[config.mk]
export PLATFORM = sky130hd
export DESIGN_NAME = dmem_arbiter
export DESIGN_NICKNAME = d
export VERILOG_FILES = /design/src/rtl/dmem_arbiter.sv
export SDC_FILE = /design/constraint.sdc
export NUM_CORES = 1
export LEC_CHECK = 0
export BUFFER_PORTS_ARGS = -buffer_cell sky130_fd_sc_hd__clkbuf_2
export CORE_AREA = 2 2 163 165
export DETAILED_ROUTE_END_ITERATION = 6
export DIE_AREA = 0 0 165 167
export PLACE_DENSITY = 0.63
export SLEW_MARGIN = 20
export SYNTH_ARGS = -nofsm -noshare
export SYNTH_HDL_FRONTEND = slang
export SYNTH_SLANG_ARGS = --single-unit
[constraint.sdc]
create_clock -name clk -period 3.52 [get_ports clk]
set_clock_uncertainty 0.15 [all_clocks]
set_input_delay 0.704 -clock clk [delete_from_list [all_inputs] [get_ports clk]]
set_output_delay 0.704 -clock clk [all_outputs]
set_load 0.02 [all_outputs]
[src/rtl/dmem_arbiter.sv]
// Data-memory arbiter: shares one synchronous-read single-port RAM between
// the CPU MEM stage and a host (packet-side) requester.
// Optional macro DMEM_ARB_STARVE_EN adds a host wait counter that forces a
// host grant after MAX_WAIT lost cycles; without it the CPU has strict priority.
module dmem_arbiter #(
  parameter int unsigned DATA_WIDTH = 64,
  parameter int unsigned ADDR_WIDTH = 8,
  parameter int unsigned MAX_WAIT   = 4
) (
  input  logic                  clk,
  input  logic                  reset_n,
  input  logic                  cpu_req,
  input  logic                  cpu_we,
  input  logic [ADDR_WIDTH-1:0] cpu_addr,
  input  logic [DATA_WIDTH-1:0] cpu_wdata,
  output logic [DATA_WIDTH-1:0] cpu_rdata,
  output logic                  cpu_stall,
  input  logic                  host_req,
  input  logic                  host_we,
  input  logic [ADDR_WIDTH-1:0] host_addr,
  input  logic [DATA_WIDTH-1:0] host_wdata,
  output logic [DATA_WIDTH-1:0] host_rdata,
  output logic                  host_ack,
  output logic [ADDR_WIDTH-1:0] mem_addr,
  output logic                  mem_we,
  output logic [DATA_WIDTH-1:0] mem_wdata,
  input  logic [DATA_WIDTH-1:0] mem_rdata
);

  localparam int unsigned WAIT_W = 4;

  typedef enum logic [1:0] {
    IDLE    = 2'd0,
    CPU_RD  = 2'd1,
    HOST_RD = 2'd2
  } state_t;

  state_t                state, state_nxt;
  logic                  cpu_grant;
  logic                  host_grant;
  logic                  host_forced;
  logic [DATA_WIDTH-1:0] cpu_rdata_q;
  logic [DATA_WIDTH-1:0] host_rdata_q;

  // State register; reset abandons any in-flight read
  always_ff @(posedge clk or negedge reset_n) begin
    if (!reset_n) state <= IDLE;
    else          state <= state_nxt;
  end

  // Grant decision, memory drive, completion signalling and next state
  always_comb begin
    state_nxt  = state;
    cpu_grant  = 1'b0;
    host_grant = 1'b0;
    mem_addr   = '0;
    mem_we     = 1'b0;
    mem_wdata  = '0;
    cpu_stall  = 1'b0;
    host_ack   = 1'b0;
    cpu_rdata  = cpu_rdata_q;
    host_rdata = host_rdata_q;
    case (state)
      IDLE: begin
        // No access is issued while reset is held
        if (reset_n) begin
          if (cpu_req && !(host_req && host_forced)) cpu_grant  = 1'b1;
          else if (host_req)                         host_grant = 1'b1;
        end
        if (cpu_grant) begin
          mem_addr  = cpu_addr;
          mem_we    = cpu_we;
          mem_wdata = cpu_wdata;
          if (!cpu_we) state_nxt = CPU_RD;
        end else if (host_grant) begin
          mem_addr  = host_addr;
          mem_we    = host_we;
          mem_wdata = host_wdata;
          host_ack  = host_we;
          if (!host_we) state_nxt = HOST_RD;
        end
        cpu_stall = cpu_req && !(cpu_grant && cpu_we);
      end
      CPU_RD: begin
        cpu_rdata = mem_rdata;
        state_nxt = IDLE;
      end
      HOST_RD: begin
        host_rdata = mem_rdata;
        host_ack   = 1'b1;
        cpu_stall  = cpu_req;
        state_nxt  = IDLE;
      end
      default: state_nxt = IDLE;
    endcase
  end

  // Read data holding registers, updated only when a read completes
  always_ff @(posedge clk or negedge reset_n) begin
    if (!reset_n) begin
      cpu_rdata_q  <= '0;
      host_rdata_q <= '0;
    end else begin
      if (state == CPU_RD)  cpu_rdata_q  <= mem_rdata;
      if (state == HOST_RD) host_rdata_q <= mem_rdata;
    end
  end

`ifdef DMEM_ARB_STARVE_EN
  localparam logic [WAIT_W-1:0] WAIT_MAX = WAIT_W'(MAX_WAIT);

  logic [WAIT_W-1:0] wait_cnt;

  // Saturating count of cycles the host spent waiting for a grant
  always_ff @(posedge clk or negedge reset_n) begin
    if (!reset_n) begin
      wait_cnt <= '0;
    end else if (host_grant) begin
      wait_cnt <= '0;
    end else if (host_req && (state != HOST_RD) && (wait_cnt != WAIT_MAX)) begin
      wait_cnt <= wait_cnt + WAIT_W'(1);
    end
  end

  assign host_forced = (wait_cnt == WAIT_MAX);
`else
  // Legal MAX_WAIT is never zero, so the host is never forced
  assign host_forced = (MAX_WAIT == 0);
`endif

endmodule

-- Word-level counts from Yosys, hierarchy flattened
Index checks and enable logic that the tools add are counted.
- equal/unequal tests: 5
- multiplexer cells: 26
- reductions and logical operators: 5
- operators with widths (cell ; count):
    $mux 64 ; 5
    $mux 8 ; 3
    $mux 1 ; 11
    $mux 2 ; 5
    $ne 3x3->1 const B ; 3
    $pmux 1 s2 ; 2
    $reduce_and 3->1 ; 1
    $eq 2x1->1 const B ; 1
    $eq 2x2->1 const B ; 1
    $logic_and 1x1->1 ; 2
    $logic_not 2->1 ; 1
    $logic_not 1->1 ; 1
- bits in registers: 130
- input port bits: 214
- word-level logic and storage cells: 39

-- Longest topological paths before layout
- depth after elaboration: 7
- gate-level depth with buffers: 4

-- Worst setup path before layout
Ideal clock, no wire load.
- kind: input to output
- from: input reset_n
- to: output mem_addr[0]
- arrival time: 1.651 ns
- setup slack: 1.015 ns
- stages: 3
- path through: or3b_1 clkbuf_1 a21oi_1
- longest elaborated chain between the ends: 5
- elaborated cells on any way between the ends: 7
- those cells by class: mux: 7
- ends and longest elaborated chain (what ; RTL line ; source):
    from (decl) ; 11 ; input logic reset_n,
    $mux 1 ; 66 ; if (reset_n) begin
    $mux 1 ; 63 ; case (state)
    $mux 8 ; 75 ; end else if (host_grant) begin
    $mux 8 * ; 70 ; if (cpu_grant) begin
    $mux 8 * ; 63 ;
    to (decl) ; 24 ; output logic [ADDR_WIDTH-1:0] mem_addr,
Mark *: on every way between the ends. The rest lies on a longest branch, timed or not. The select of a mux whose other input is x is not followed.

-- Worst setup path after layout
- from: register state[0]
- to: output mem_wdata[48]
- longest elaborated chain between the ends: 2
- ends and longest elaborated chain (what ; RTL line ; source):
    from (decl) ; 38 ; state_t state, state_nxt;
    from (signal assigned) ; 48 ; else state <= state_nxt;
    $logic_not 2->1 ; 63 ;
    $mux 64 ; 63 ;
    to (decl) ; 26 ; output logic [DATA_WIDTH-1:0] mem_wdata,
No other way between the ends.

==> results_dict.tcl <==
set metrics [dict create \
    nNetsFinal 1150 \
    first_global_vias 5958 \
    portBuffers 416 \
    root_buffer "clkbuf_16" \
    die_x_um 165 \
    tritoncts "yes" \
    routedWlPerCell_um 18.1 \
    drtPass1Iterations 5 \
    synth_top_cells_by_count "dfrtp_1 (130), mux2_2 (128), nand2_1 (73), nand3b_1 (73), a21oi_2 (50)" \
    grt_max_degree 77 \
    max_freq_mhz 313 \
    setup_viol 0 \
    final.min_clock_period_ns 3.20 \
    hpwl_um 18600 \
    maxCapViolCount 0 \
    rows 59 \
    syn_area_um2 6420 \
    crit_type "reg2out" \
    reg2reg_depth 3 \
    crit_required_ns 2.67 \
    start_util 0.249 \
    critPathLaunchType "flip-flop" \
    synthSimpleGateAreaFrac 0.137 \
    vias 5689 \
    yosysMostFrequentCell "dfrtp_1" \
    clock_sinks 130 \
    grt_pass1_wl_um 34400 \
    place_ws_ns 0.387 \
    slew_headroom 0.356 \
    cts_setup_buffers 0 \
    whs_endpoint "host_rdata_q[12]" \
    synth_top_area_frac 0.507 \
    core_um2 25800 \
    rsz0062_at_grt "false" \
    drtAntennaViolNets 0 \
    p_leak_nw 4.58 \
    min_path_type "reg2reg" \
    overflow 0 \
    crit_path_cell_trace "or3b_4, buf_4, a21oi_2, clkbuf_2" \
    antenna_found_initial 1 \
    synth_top_cell_by_area "dfrtp_1" \
    drt_wl_total_um 23300 \
    hold_viol 0 \
    syn2layout_area_growth_pct 46.3 \
    critPathSlowestCell "or3b_4" \
    clk_latency_ns 0.41 \
    power.total_mw 5.44 \
    synthAdderAreaFrac 0 \
    cts_buffer_depth 2 \
    cts_resized 0 \
    synth_edf_count 0 \
    cp.arrival_ns 2.34 \
    die_y_um 167 \
    outcome "completed" \
    gp_congestion 0.857 \
    cpPeakStageDelay_ns 0.79 \
    finish.instance_area_um2 9390 \
    yosys_warnings 0 \
    drc 0 \
    crit_fanout 59 \
    drt_iter0_drc 247 \
    r2r_end "state[1]" \
    placed_area_um2 8830 \
    muxShareOfSynthArea 0.225 \
    tightest_slew_ns 0.966 \
    grt_use_total 0.164 \
    crit_path_end_kind "output pin" \
    irDropWorstVdd_mv 0.308 \
    synth-seq-cells 130 \
    ios 417 \
    slew_violations 0 \
    synth_cells 533 \
    cts_buffers 17 \
    syn-num-nets 747 \
    cts.htree.levels 4 \
    dieArea_um2 27600 \
    avgSynthCellArea_um2 12.0 \
    clk_pin_slew_ns 0.06 \
    cellPowerDensity_nw_per_um2 579 \
    crit_buf_inv 2 \
    r2r-start "state[0]" \
    final.setup.tns_ns 0 \
    ys.flop_type "dfrtp_1" \
    cts.hold.buffers_added 0 \
    setup_ws_ns 0.324 \
    synth-compound-area-share 0.0883 \
    postLayoutCoreUtil 0.365 \
    min_path_cells 1 \
    ys_seq_area_frac 0.507 \
    drive_gt1_frac 0.678 \
    r2r_slack_ns 1.51 \
    synth_xor_area_frac 0 \
    ys_types 19 \
    synth-async-reset-ratio 1.00 \
    hold_start "host_rdata_q[12]" \
    synth_top_cells_by_area "dfrtp_1 (51%), mux2_2 (22%), nand3b_1 (8.5%)" \
    synth_top_family_by_area "multiplexers" \
    fin_crit_sh 0.908 \
    avgViaCountPerCell 4.43 \
    cpLargestDelayFamily "simple AND/OR/NAND/NOR gates" \
]
==> cells by family after synthesis <==
family	after synthesis
AOI/OAI and AO/OA	75
muxes	128
DFF	130
buffers and inverters	48
and+or+nand+nor	152
==> metal layers <==
| metal | vias up | routed length (µm) | global-route usage |
|---|---|---|---|
| met5 | - | 0 | 0 |
| met4 | 0 | 599 | 0.0556 |
| met3 | 26 | 1930 | 0.0506 |
| met2 | 273 | 11900 | 0.295 |
| met1 | 2718 | 8870 | 0.183 |
| li1 | 2672 | - | - |
==> worst max path at each step <==
stage               cells past startpoint  slack (ns)       endpoint  startpoint
finish                                  4        0.32  mem_wdata[48]    state[0]
global route                            4        0.16  mem_wdata[47]    state[0]
CTS                                     4        0.29  mem_wdata[44]    state[0]
detailed placement                      5        0.39  mem_wdata[44]     reset_n
global placement                        5        0.40  mem_wdata[49]     reset_n
floorplan                               3        1.02    mem_addr[0]     reset_n
==> where the power goes <==
group          total [mW]  switching [mW]  leakage (nW)  internal, mW
Clock                1.68           0.694         0.269         0.982
Combinational        1.84            1.14          2.77         0.698
Sequential           1.93          0.0800          1.55          1.85
==> state kept, by name, summed over array words and instances, names as in the netlist <==
| name | flops |
|---|---|
| cpu_rdata_q | 64 |
| state | 2 |
| host_rdata_q | 64 |
==> final cells by class <==
cell class              count  area, µm²
diodes                      1       2.50
clock inverters            14        131
fillers                  2616      16400
clock buffers              18        429
well taps                 335        419
repair buffers            430       2240
flip-flops and latches    130       3250
multi-input cells         355       2910
inverters                   2       7.51
==> placed cells by master, fill, tap and decap left out <==
cell	instances
clkbuf_2	414
dfrtp_1	130
mux2_2	128
nand2_1	73
nand3b_1	73
a21oi_2	50
a21oi_1	24
clkbuf_16	17
buf_4	12
buf_12	4
clkinvlp_4	3
inv_6	3
clkinv_4	3
clkinv_2	3
inv_1	2
diode_2	1
or3b_4	1
nand4b_1	1
nor2b_4	1
nand2b_4	1
a311oi_1	1
nor3_1	1
nor4b_4	1
clkbuf_1	1
bufinv_16	1
inv_8	1
==> worst reg2reg max path, stage by stage (launching register included) <==
cell and delay (ns):
dfrtp_1 0.48, or3b_4 0.71, buf_4 0.34, nor4b_4 0.24
==> stage by stage <==
stage | instances | hold slack, ns
5_1_grt | 1285 | 0.357
3_5_place_dp | 1252 | 0.334
4_1_cts | 1284 | 0.347
2_1_floorplan | 533 | 0.258
6_report | 1285 | 0.341
3_3_place_gp | 1252 | 0.326
(Power assumes the default switching activity.)
